<file path="config.mk">
export PLATFORM = sky130hd
export DESIGN_NAME = fp16_pair_unpacker
export DESIGN_NICKNAME = d
export VERILOG_FILES = /design/src/rtl/fp16_pair_unpacker.sv
export SDC_FILE = /design/constraint.sdc
export NUM_CORES = 1
export LEC_CHECK = 0
export CORE_MARGIN = 2
export CORE_UTILIZATION = 50
export CTS_CLUSTER_SIZE = 25
export DETAILED_ROUTE_END_ITERATION = 8
export GPL_TIMING_DRIVEN = 0
export HOLD_SLACK_MARGIN = 0.08
export PLACE_DENSITY = 0.84
export SLEW_MARGIN = 0
export SYNTH_ARGS = -nofsm -noshare
export SYNTH_HDL_FRONTEND = slang
export SYNTH_SLANG_ARGS = --single-unit
</file>
<file path="constraint.sdc">
create_clock -name clk -period 3.02 [get_ports clk]
set_clock_uncertainty 0.1 [all_clocks]
set_input_delay 0.453 -clock clk [delete_from_list [all_inputs] [get_ports clk]]
set_output_delay 0.453 -clock clk [all_outputs]
set_load 0.01 [all_outputs]
</file>
<file path="src/rtl/fp16_pair_unpacker.sv">
// Splits 32-bit words of two packed fp16 lanes into a stream of single fp16 values
// for the fp16-to-fp32 converter. It honours a per-lane keep mask and the packet-last marker.
module fp16_pair_unpacker #(
  parameter bit LOW_FIRST = 1'b1,
  parameter int CNT_W     = 16
) (
  input  logic             clk,
  input  logic             rst,
  input  logic             in_valid,
  output logic             in_ready,
  input  logic [31:0]      in_data,
  input  logic [1:0]       in_keep,
  input  logic             in_last,
  output logic             out_valid,
  input  logic             out_ready,
  output logic [15:0]      out_data,
  output logic             out_last,
  output logic             drop_pulse,
  output logic [CNT_W-1:0] out_count
);

  typedef enum logic [1:0] {IDLE, FIRST, SECOND} state_t;

  state_t      state;
  logic [31:0] word_data;
  logic        word_last;
  logic        two_lanes;
  logic        is_final;
  logic        out_fire;
  logic        in_fire;

  function automatic logic [15:0] first_of(input logic [31:0] d);
    return LOW_FIRST ? d[15:0] : d[31:16];
  endfunction

  function automatic logic [15:0] second_of(input logic [31:0] d);
    return LOW_FIRST ? d[31:16] : d[15:0];
  endfunction

  assign out_valid = (state != IDLE);
  assign is_final  = (state == SECOND) || ((state == FIRST) && !two_lanes);
  assign out_fire  = out_valid && out_ready;
  // The final-lane transfer frees the word register in the same cycle, so the next word can load without a bubble.
  assign in_ready  = !rst && ((state == IDLE) || (out_fire && is_final));
  assign in_fire   = in_valid && in_ready;

  always_ff @(posedge clk) begin
    if (rst) begin
      state      <= IDLE;
      word_data  <= 32'h0000_0000;
      word_last  <= 1'b0;
      two_lanes  <= 1'b0;
      out_data   <= 16'h0000;
      out_last   <= 1'b0;
      drop_pulse <= 1'b0;
      out_count  <= '0;
    end else begin
      drop_pulse <= 1'b0;
      if (out_fire)
        out_count <= out_count + CNT_W'(1);

      if (in_fire) begin
        word_data <= in_data;
        word_last <= in_last;
        case (in_keep)
          2'b11: begin
            state     <= FIRST;
            two_lanes <= 1'b1;
            out_data  <= first_of(in_data);
            out_last  <= 1'b0;
          end
          2'b01, 2'b10: begin
            state     <= FIRST;
            two_lanes <= 1'b0;
            out_data  <= in_keep[0] ? in_data[15:0] : in_data[31:16];
            out_last  <= in_last;
          end
          default: begin
            state      <= IDLE;
            two_lanes  <= 1'b0;
            out_last   <= 1'b0;
            drop_pulse <= 1'b1;
          end
        endcase
      end else if (out_fire) begin
        if ((state == FIRST) && two_lanes) begin
          state    <= SECOND;
          out_data <= second_of(word_data);
          out_last <= word_last;
        end else begin
          state    <= IDLE;
          out_last <= 1'b0;
        end
      end
    end
  end

endmodule

</file>
### Word level (Yosys, flattened, before mapping)

Cells that the tools add are included.

* flip-flop bits (word level): 70
* output and inout port bits: 36

* equal/unequal tests: 6
* $add $sub $neg: 1
* multiplexer cells: 15
* bitwise gates (word level): 1
* reduce and logical (&&, ||, !) cells: 18

Operators by type and width (count)
* 2-to-1 mux 16 bit: 4
* case mux 16 bit (2 select lines): 1
* adder 16 x 1 -> 16 bit, second input constant: 1
* 2-to-1 mux 1 bit: 7
* equality test 2 bit, second input constant: 3
* logical AND 1 bit: 6
* 2-to-1 mux 2 bit: 3
* nonzero test 2 bit: 3
* equality test 2 x 1 -> 1 bit, second input constant: 2
* OR reduction 2 bit: 2
* != test 3 x 1 -> 1 bit, second input constant: 1
* AND reduction 3 bit: 1
* OR reduction 3 bit: 1
* zero test 1 bit: 2
* zero test 2 bit: 1
* logical OR 1 bit: 2
* inverter 1 bit: 1

### Depth between registers and ports, before layout

Gate-level depths: netlist of run 1.

* depth after elaboration: 9
* gate-level depth with buffers: 8

### Worst setup path before layout of run 1

Ideal clock, no wire load.

* kind: input to register
* start: in in_keep[0]
* end: reg out_data[10]
* data required time: 2802 ps
* library setup time: 118 ps
* setup slack: 896 ps
* stages on the path: 8
* data arrival time: 1906 ps
* cell sequence: inv_1 -> ha_1 -> nand2b_1 -> buf_2 -> clkbuf_1 -> mux2_2 -> mux2i_1 -> o2bb2ai_1

* word-level cells in the longest chain between the ends: 4
* elaborated cells on any way between the ends: 9
* those cells by class: eq/ne: 4; mux: 3; reduce/logical: 2

Ends and longest elaborated chain
* start, declared: RTL line 12 `input logic [1:0] in_keep,`
* equality test 2 x 1 -> 1 bit or equality test 2 bit (tied branches): RTL line 65 `case (in_keep)`
* OR reduction 2 bit: RTL line 65
* != test 3 x 1 -> 1 bit (no line) or case mux 16 bit (2 select lines) (tied branches)
* AND reduction 3 bit (no line) or 2-to-1 mux 16 bit (tied branches)
* end signal, assigned: RTL line 69 `out_data <= first_of(in_data);`
* end signal, assigned: RTL line 75 `out_data <= in_keep[0] ? in_data[15:0] : in_data[31:16];`
* end signal, assigned: RTL line 88 `out_data <= second_of(word_data);`
* end, declared: RTL line 16 `output logic [15:0] out_data,`

Parallel ways exist; a longest one is shown, timed or not.
A chain may end at the register's enable or synchronous reset.

### Final worst setup path of run 1

* start: in out_ready
* end: out in_ready

* word-level cells in the longest chain between the ends: 4

Ends and longest elaborated chain
* start, declared: RTL line 15 `input logic out_ready,`
* logical AND 1 bit: RTL line 42 `assign out_fire = out_valid && out_ready;`
* logical AND 1 bit: RTL line 44 `assign in_ready = !rst && ((state == IDLE) || (out_fire && is_final));`
* logical OR 1 bit: RTL line 44
* logical AND 1 bit: RTL line 44
* end, declared: RTL line 10 `output logic in_ready,`

No other way between the ends.

==> results of run 1 <==
==> how the worst min path moves through the flow <==
stage / startpoint / endpoint / slack [ns] / depth (start not counted)
after floorplan: word_data[16] / word_data[16] / 0.36 / 2
after global placement: out_data[2] / out_data[2] / 0.35 / 1
after detailed placement: out_data[8] / out_data[8] / 0.35 / 1
after CTS: out_data[8] / out_data[8] / 0.38 / 1
after global routing: out_data[13] / out_data[13] / 0.40 / 1
final: out_data[8] / out_data[8] / 0.38 / 1
==> flip-flops by register name, indices dropped and copies added (netlist names) <==
register	cells
drop_pulse	1
word_last	1
two_lanes	1
out_count	16
out_last	1
out_data	16
state	2
word_data	16
==> logic make-up (layout without fill, tap and decap cells) <==
family,count (synthesis),count (layout),share of synthesized area [%]
AND/OR/NAND/NOR,70,70,14.6
buffers and inverters,21,103,3.85
AO/OA/AOI/OAI,36,36,11.8
adder cells (fa/ha/maj),3,3,1.50
flip-flops,54,54,43.2
XOR/XNOR,11,11,3.85
multiplexers,51,51,21.2
==> stage by stage <==
stage / total power, µW / setup WS, ns / cell area [µm²] / hold slack [ns]
5_1_grt: 1550 / 0.0991 / 3440 / 0.396
2_1_floorplan: 907 / 0.896 / 2500 / 0.363
3_3_place_gp: 1020 / 0.0930 / 3330 / 0.347
6_report: 1490 / 0.213 / 3440 / 0.375
3_5_place_dp: 1020 / 0.0501 / 3330 / 0.347
4_1_cts: 1500 / 0.226 / 3440 / 0.379
==> power by group <==
group | internal [µW] | switching (µW) | total (µW)
registers | 741 | 18.8 | 760
clock network | 248 | 243 | 490
logic | 139 | 105 | 244
total | 1130 | 366 | 1490
==> layout make-up <==
type	instances	area share [%]
multi-input cells	171	38.6
flip-flops and latches	54	31.4
repair buffers	74	21.5
well taps	67	2.44
clock buffers	6	2.11
plain buffers	11	1.71
clock inverters	2	1.09
inverters	10	1.09
==> layout by cell type, fill, tap and decap left out, types with 2 or more instances in the layout <==
cell	netlist	layout
a21oi_1	6	6
xnor2_1	10	10
mux2_2	16	16
o2bb2ai_1	16	16
o21ai_0	3	3
a31o_2	2	2
clkbuf_1	5	6
or3_1	3	3
mux2i_1	35	35
nand3_1	4	4
buf_2	5	5
and3_1	2	2
clkbuf_8	0	5
ha_1	3	3
nand2_1	5	5
nor3_1	5	5
inv_1	10	10
clkdlybuf4s50_1	0	74
nor2_1	37	37
nor4_1	2	2
dfxtp_1	54	54
==> routing by layer <==
metal	up-vias	GRT usage [%]	wire length [µm]	part of all wire, %
met5	-	0	0	0
met4	0	5.95	63	1.1
li1	1033	-	-	-
met1	948	25.5	2490	45
met2	60	39.2	2700	48
met3	5	5.49	332	5.9
==> impl_metrics.toml, run 1 <==
[synthesis]
yosysTopAreaCell = "dfxtp_1"
synth.most_common_cell = "dfxtp_1"
synth_top_area_share_pct = 43.2
avgSynthCellArea_um2 = 10.2
synth.top_cells.by_area = "dfxtp_1 (43%), mux2i_1 (14%), mux2_2 (7.2%)"
synth_edf_count = 0
yosysSeqAreaShare_pct = 43.2
synth_flop_cell = "dfxtp_1"
async_reset_ff_share_pct = 0
syn_area_um2 = 2500
syn_inst = 246
ys.warnings.count = 0
synthesis.nets = 288
synth.distinct_cells = 42
synth_seq_cells = 54
synth_common_cells = "dfxtp_1 (54), nor2_1 (37), mux2i_1 (35)"

[critical_path]
cp_common_cell = "clkdlybuf4s50_1"
regToRegEndpoint = "out_data[14]"
critical_path_cell_count = 5
cp.arrival_ns = 2.25
cp-end-kind = "output port"
worstSetupStartpointType = "input port"
reg2reg_slack_ns = 1.06
critPathTopFamily = "buffers and inverters"
critPathKind = "input port to output port"
crit_path_max_fanout = 7
cp_slowest_cell = "clkdlybuf4s50_1"
critPathRequiredTime_ns = 2.47
r2r_start = "state[1]"
worstSetupStartpoint = "out_ready"
slowest_delay_ns = 0.58
r2r_cells = 5
endpoint = "in_ready"
crit_chain = "clkdlybuf4s50_1, nor3b_2, nor3_1, nor2_1, clkdlybuf4s50_1"
cp_num_buf_inv = 2

[clock_tree]
cts_root_buf = "clkbuf_8"
cts.sink_count = 54
cts_made_buffers = 5
clkLatencyLatePin_ns = 0.31
htree_levels = 2
cts_resized = 0
cts_tree = "yes"
cts_setup_buffers = 0
clk_path_buf_depth = 2
cts_hold_buf = 0
path_clk_slew_ns = 0.09

[pwr]
power.leakage_uw = 0.00137
power_density_nw_per_um2 = 435
peakVddDrop_mv = 0.294

[global_routing]
first_global_vias = 2065
grt_overflow = 0
antenna_found_initial = 0
grt_pass1_wl_um = 9250
grt_max_degree = 17
grt_usage_pct = 21.7

[timing]
worstMarginPinSlew_ns = 0.593
setup_tns_ns = 0
fin_crit_ns = 2.81
hold_viol_final = 0
setup_violations = 0
timing.fmax_ghz = 0.356
max_slew_margin_pct = 60.5
rsz0062_at_grt = "no"
drv_slew = 0
fin_crit_sh_pct = 92.9

[placement]
place_congestion = 0.813
placedCellCount = 387
io_buffer_count = 74
dp_hpwl_um = 4100

[drt]
totalWireLength_um = 5590
postRouteAntennaNets = 0
drt_drc_violations_left = 0
drt-wirelength-per-cell_um = 14.1
via_count = 2046
drt_iter0_drc = 76
via_per_inst = 5.18
drt-pass1-iter-count = 4

[floorplan]
initial_core_util_pct = 52.3
ioPinCount = 75
dieHeight_um = 74.8
coreArea_um2 = 4790
fp.dieW_um = 74.8
die-area_um2 = 5590
row_count = 25

[job]
cap_viol_max_count = 0

[final_layout]
syn_to_final_growth_pct = 37.3
final_cells = 395
fillers = 373
multiInputGateArea_um2 = 1330
final_nets = 369
final_util_pct = 71.9
n_antenna_cell = 0
drive_above_1_share_pct = 12.5
ff_latch_area_um2 = 1080

[run_status]
status = "finished clean"

[min_path]
min_path_type = "register to register"
Power figures use the tool's default switching activity.
==> inputs of run 2 (changes only) <==
--- a/config.mk
+++ b/config.mk
@@ -5,13 +5,14 @@
 export SDC_FILE = /design/constraint.sdc
 export NUM_CORES = 1
 export LEC_CHECK = 0
+export CORE_ASPECT_RATIO = 0.6
 export CORE_MARGIN = 2
 export CORE_UTILIZATION = 50
 export CTS_CLUSTER_SIZE = 25
 export DETAILED_ROUTE_END_ITERATION = 8
 export GPL_TIMING_DRIVEN = 0
 export HOLD_SLACK_MARGIN = 0.08
-export PLACE_DENSITY = 0.84
+export PLACE_DENSITY = 0.91
 export SLEW_MARGIN = 0
 export SYNTH_ARGS = -nofsm -noshare
 export SYNTH_HDL_FRONTEND = slang
==> run 2 against run 1 <==
Sequential power about the same. Largest power group unchanged. Fmax down 0.80%. Global-route usage up 0.71 points. Utilization up 1.4 points. Clock power down 4%. Worst setup slack worse by 0.023 ns. First-iteration DRC count down 2.6%. Critical endpoint unchanged.
==> impl_metrics.toml, run 2 (synthesis gave the netlist of run 1 again) <==
[timing]
holdWs_ns = 0.372
setup_violations = 0
rsz0062_at_grt = "no"
hold_viol_final = 0
worstMarginPinSlew_ns = 0.621
fin_crit_sh_pct = 93.7
drv_slew = 0
timing.fmax_ghz = 0.353
setup_ws_ns = 0.191
setup_tns_ns = 0
fin_crit_ns = 2.83
max_slew_margin_pct = 58.2

[min_path]
worstHoldStart = "out_data[15]"
min_path_type = "register to register"

[placement]
placed_area_um2 = 3320
io_buffer_count = 74
dp_hpwl_um = 4590
dp_slack_ns = 0.0566
place_congestion = 0.808

[run_status]
status = "finished clean"

[final_layout]
mostFrequentLayoutCells = "clkdlybuf4s50_1 (74), dfxtp_1 (54), nor2_1 (37)"
final_common_cell = "clkdlybuf4s50_1"
drive_above_1_share_pct = 12.8
n_antenna_cell = 0
syn_to_final_growth_pct = 37.1
top_regs = "out_count (16), out_data (16), word_data (16)"
fillers = 346
final_area_um2 = 3430
final_nets = 369

[job]
cap_viol_max_count = 0

[global_routing]
grt_overflow = 0
antenna_found_initial = 0
grt_pass1_wl_um = 9760
grt_usage_pct = 22.4
first_global_vias = 2030
grt_max_degree = 17

[clock_tree]
path_clk_slew_ns = 0.10
clkLatencyLatePin_ns = 0.31
cts_resized = 0
cts_tree = "yes"
cts_setup_buffers = 0
clk_path_buf_depth = 2
htree_levels = 2
cts_hold_buf = 0
cts.sink_count = 54
cts_root_buf = "clkbuf_8"
cts_made_buffers = 5

[drt]
drt_drc_violations_left = 0
via_count = 2083
postRouteAntennaNets = 0
drt-pass1-iter-count = 4
via_per_inst = 5.33
drt_iter0_drc = 74
totalWireLength_um = 6090
drt-wirelength-per-cell_um = 15.6

[critical_path]
cp.arrival_ns = 2.28
r2r_start = "state[1]"
critPathRequiredTime_ns = 2.47
cp-end-kind = "output port"
worstSetupStartpointType = "input port"
critPathKind = "input port to output port"
reg2reg_slack_ns = 1.00
crit_path_max_fanout = 7
worstSetupStartpoint = "out_ready"

[floorplan]
initial_core_util_pct = 53.5
row_count = 19
die-area_um2 = 5610
coreArea_um2 = 4680
dieHeight_um = 58.8
fp.dieW_um = 95.4
ioPinCount = 75

[pwr]
peakVddDrop_mv = 0.269
power.leakage_uw = 0.00138
finalPower_uw = 1480
power_density_nw_per_um2 = 432
[run 2: cell count changes in the layout (fill, tap and decap cells not counted)]
cell        change
clkbuf_1        -1
clkinvlp_4      -1
clkinv_2        +2
[run 2: metal layers]
metal	vias to the layer above	wire [µm]	GRT usage [%]
li1	1036	-	-
met1	988	2960	32.0
met2	52	2740	35.1
met3	7	343	4.74
met4	0	44	5.51
met5	-	0	0
[run 2: through the flow]
| step | utilization, % | instances |
|---|---|---|
| CTS | 73.3 | 391 |
| floorplan | - | 246 |
| global route | 73.3 | 391 |
| detailed placement | 71.0 | 383 |
| finish | 73.3 | 391 |
| global placement | 71.0 | 383 |
[run 2: worst paths after layout]
check,cells past startpoint,to
worst max-delay path,5,in_ready
worst min-delay path,1,out_data[15]
worst max register to register,5,out_data[12]
worst min register to register,1,out_data[15]
[run 2: layout make-up]
class                   instances  area [µm²]  share of cell area (%)
plain buffers                  11        58.8                    1.71
clock buffers                   5        68.8                    2.00
well taps                      63        78.8                    2.30
flip-flops and latches         54        1080                    31.5
repair buffers                 74         741                    21.6
clock inverters                 3        40.0                    1.17
multi-input cells             171        1330                    38.7
inverters                      10        37.5                    1.09
[run 2: worst max-delay path, stage by stage]
cell             delay (ns)
clkdlybuf4s50_1        0.59
nor2b_1                0.41
nor3_1                 0.12
nor2_1                 0.13
clkdlybuf4s50_1        0.57
[run 2: where the power goes]
| part | internal, µW | leakage, µW | switching, µW |
|---|---|---|---|
| Combinational | 140 | 0.000881 | 110 |
| Clock | 244 | 0.0000579 | 228 |
| Sequential | 741 | 0.000440 | 18.8 |
| Total | 1120 | 0.00138 | 357 |
==> inputs of run 3 (changes only) <==
--- a/config.mk
+++ b/config.mk
@@ -12,7 +12,7 @@
 export DETAILED_ROUTE_END_ITERATION = 8
 export GPL_TIMING_DRIVEN = 0
 export HOLD_SLACK_MARGIN = 0.08
-export PLACE_DENSITY = 0.91
+export PLACE_DENSITY = 0.92
 export SLEW_MARGIN = 0
 export SYNTH_ARGS = -nofsm -noshare
 export SYNTH_HDL_FRONTEND = slang
==> run 3 against run 2 <==
Clock power increased by 3%. Utilization about the same. Largest power group unchanged. Largest cell class unchanged. Combinational power about the same.
==> impl_metrics.toml, run 3 (synthesis gave the netlist of run 1 again) <==
[run_status]
status = "finished clean"

[floorplan]
dieHeight_um = 58.8
ioPinCount = 75
row_count = 19
die-area_um2 = 5610
initial_core_util_pct = 53.5
coreArea_um2 = 4680
fp.dieW_um = 95.4

[min_path]
min_path_type = "register to register"
hold_end = "out_data[8]"
min_path_cells = 1
worstHoldStart = "out_data[8]"

[timing]
timing.fmax_ghz = 0.350
rsz0062_at_grt = "no"
drv_slew = 0
worstMarginPinSlew_ns = 0.602
setup_violations = 0
fin_crit_ns = 2.85
setup_tns_ns = 0
hold_viol_final = 0
max_slew_margin_pct = 59.8
fin_crit_sh_pct = 94.5

[clock_tree]
cts_setup_buffers = 0
cts_resized = 0
htree_levels = 2
cts_hold_buf = 0
cts_made_buffers = 5
cts_tree = "yes"
cts_root_buf = "clkbuf_8"
clk_path_buf_depth = 2
path_clk_slew_ns = 0.10
cts.sink_count = 54
clkLatencyLatePin_ns = 0.31

[critical_path]
crit_chain = "clkdlybuf4s50_1, nor2b_1, nor3_1, nor2_1, clkdlybuf4s50_1"
worstSetupStartpointType = "input port"
crit_path_max_fanout = 7
cp_slowest_cell = "clkdlybuf4s50_1"
cp-end-kind = "output port"
regToRegEndpoint = "out_data[10]"
r2r_start = "state[0]"
r2r_cells = 5
reg2reg_slack_ns = 1.06
cp.arrival_ns = 2.30
critPathKind = "input port to output port"
cp_common_cell = "clkdlybuf4s50_1"
slowest_delay_ns = 0.59
critPathRequiredTime_ns = 2.47

[final_layout]
syn_to_final_growth_pct = 37.1
final_area_um2 = 3430
n_antenna_cell = 0
top_regs = "out_count (16), out_data (16), word_data (16)"
final_common_cell = "clkdlybuf4s50_1"
mostFrequentLayoutCells = "clkdlybuf4s50_1 (74), dfxtp_1 (54), nor2_1 (37)"
drive_above_1_share_pct = 12.5
final_nets = 369

[global_routing]
antenna_found_initial = 0
grt_pass1_wl_um = 9350
grt_usage_pct = 21.7
grt_max_degree = 17
grt_overflow = 0
first_global_vias = 1961

[pwr]
p_sw_uw = 364
p_int_uw = 1130
power_density_nw_per_um2 = 434
combPwrFrac_pct = 16.6
clkPwrFrac_pct = 32.5
pwr-share-seq_pct = 50.9
peakVddDrop_mv = 0.248
power.leakage_uw = 0.00137
switching_share_pct = 24.4

[drt]
totalWireLength_um = 5910
via_count = 2052
drt_drc_violations_left = 0
postRouteAntennaNets = 0
via_per_inst = 5.25
drt-pass1-iter-count = 4
drt-wirelength-per-cell_um = 15.1
drt_iter0_drc = 54

[placement]
dp_hpwl_um = 4450
io_buffer_count = 74
place_congestion = 0.835
placed_area_um2 = 3320

[job]
cap_viol_max_count = 0
[run 3: cell types whose count changed in the layout (fill, tap and decap cells not counted)]
cell,delta
clkinv_2,-2
clkbuf_1,+1
clkinvlp_4,+1
[run 3: worst max-delay path by stage]
stage / cells past startpoint / start / to / slack (ns)
floorplan: 8 / in_keep[0] / out_data[10] / 0.90
global placement: 9 / in_keep[0] / out_data[15] / 0.11
detailed placement: 9 / in_keep[0] / out_data[15] / 0.06
CTS: 5 / out_ready / in_ready / 0.19
global route: 5 / out_ready / in_ready / 0.07
finish: 5 / out_ready / in_ready / 0.17
[run 3: power by group through the flow]
stage	Clock (µW)	Combinational [µW]	Sequential (µW)
2_1_floorplan	0	129	778
3_3_place_gp	0	241	774
3_5_place_dp	0	246	775
4_1_cts	488	248	759
5_1_grt	518	268	763
6_report	485	248	759
[run 3: area by class of cell]
cell class                      instances  area (µm²)
Buffer                                 11        58.8
Clock buffer                            6        72.6
Clock inverter                          2        37.5
Fill cell                             338        1250
Inverter                               10        37.5
Multi-Input combinational cell        171        1330
Sequential cell                        54        1080
Tap cell                               63        78.8
Timing Repair Buffer                   74         741
[run 3: worst max-delay path: cells and delay by family]
kind / cells / cell delay (ns)
simple gates: 3 / 0.69
buf+inv: 2 / 1.16
[run 3: through the flow]
stage / setup slack (ns) / util [%] / std cells / power [µW] / hold slack (ns)
CTS: 0.191 / 73.3 / 391 / 1500 / 0.374
detailed placement: 0.0622 / 71.0 / 383 / 1020 / 0.348
floorplan: 0.896 / - / 246 / 907 / 0.363
global placement: 0.109 / 71.0 / 383 / 1010 / 0.348
global route: 0.0711 / 73.3 / 391 / 1550 / 0.394
finish: 0.165 / 73.3 / 391 / 1490 / 0.370
[run 3: routing by layer]
metal | vias to the layer above | routed length, µm | global-route usage [%] | part of all wire (%)
met5 | - | 0 | 0 | 0
met4 | 0 | 33 | 4.90 | 0.56
met3 | 4 | 287 | 4.23 | 4.9
met2 | 52 | 2540 | 33.3 | 43
met1 | 961 | 3040 | 31.9 | 51
li1 | 1035 | - | - | -
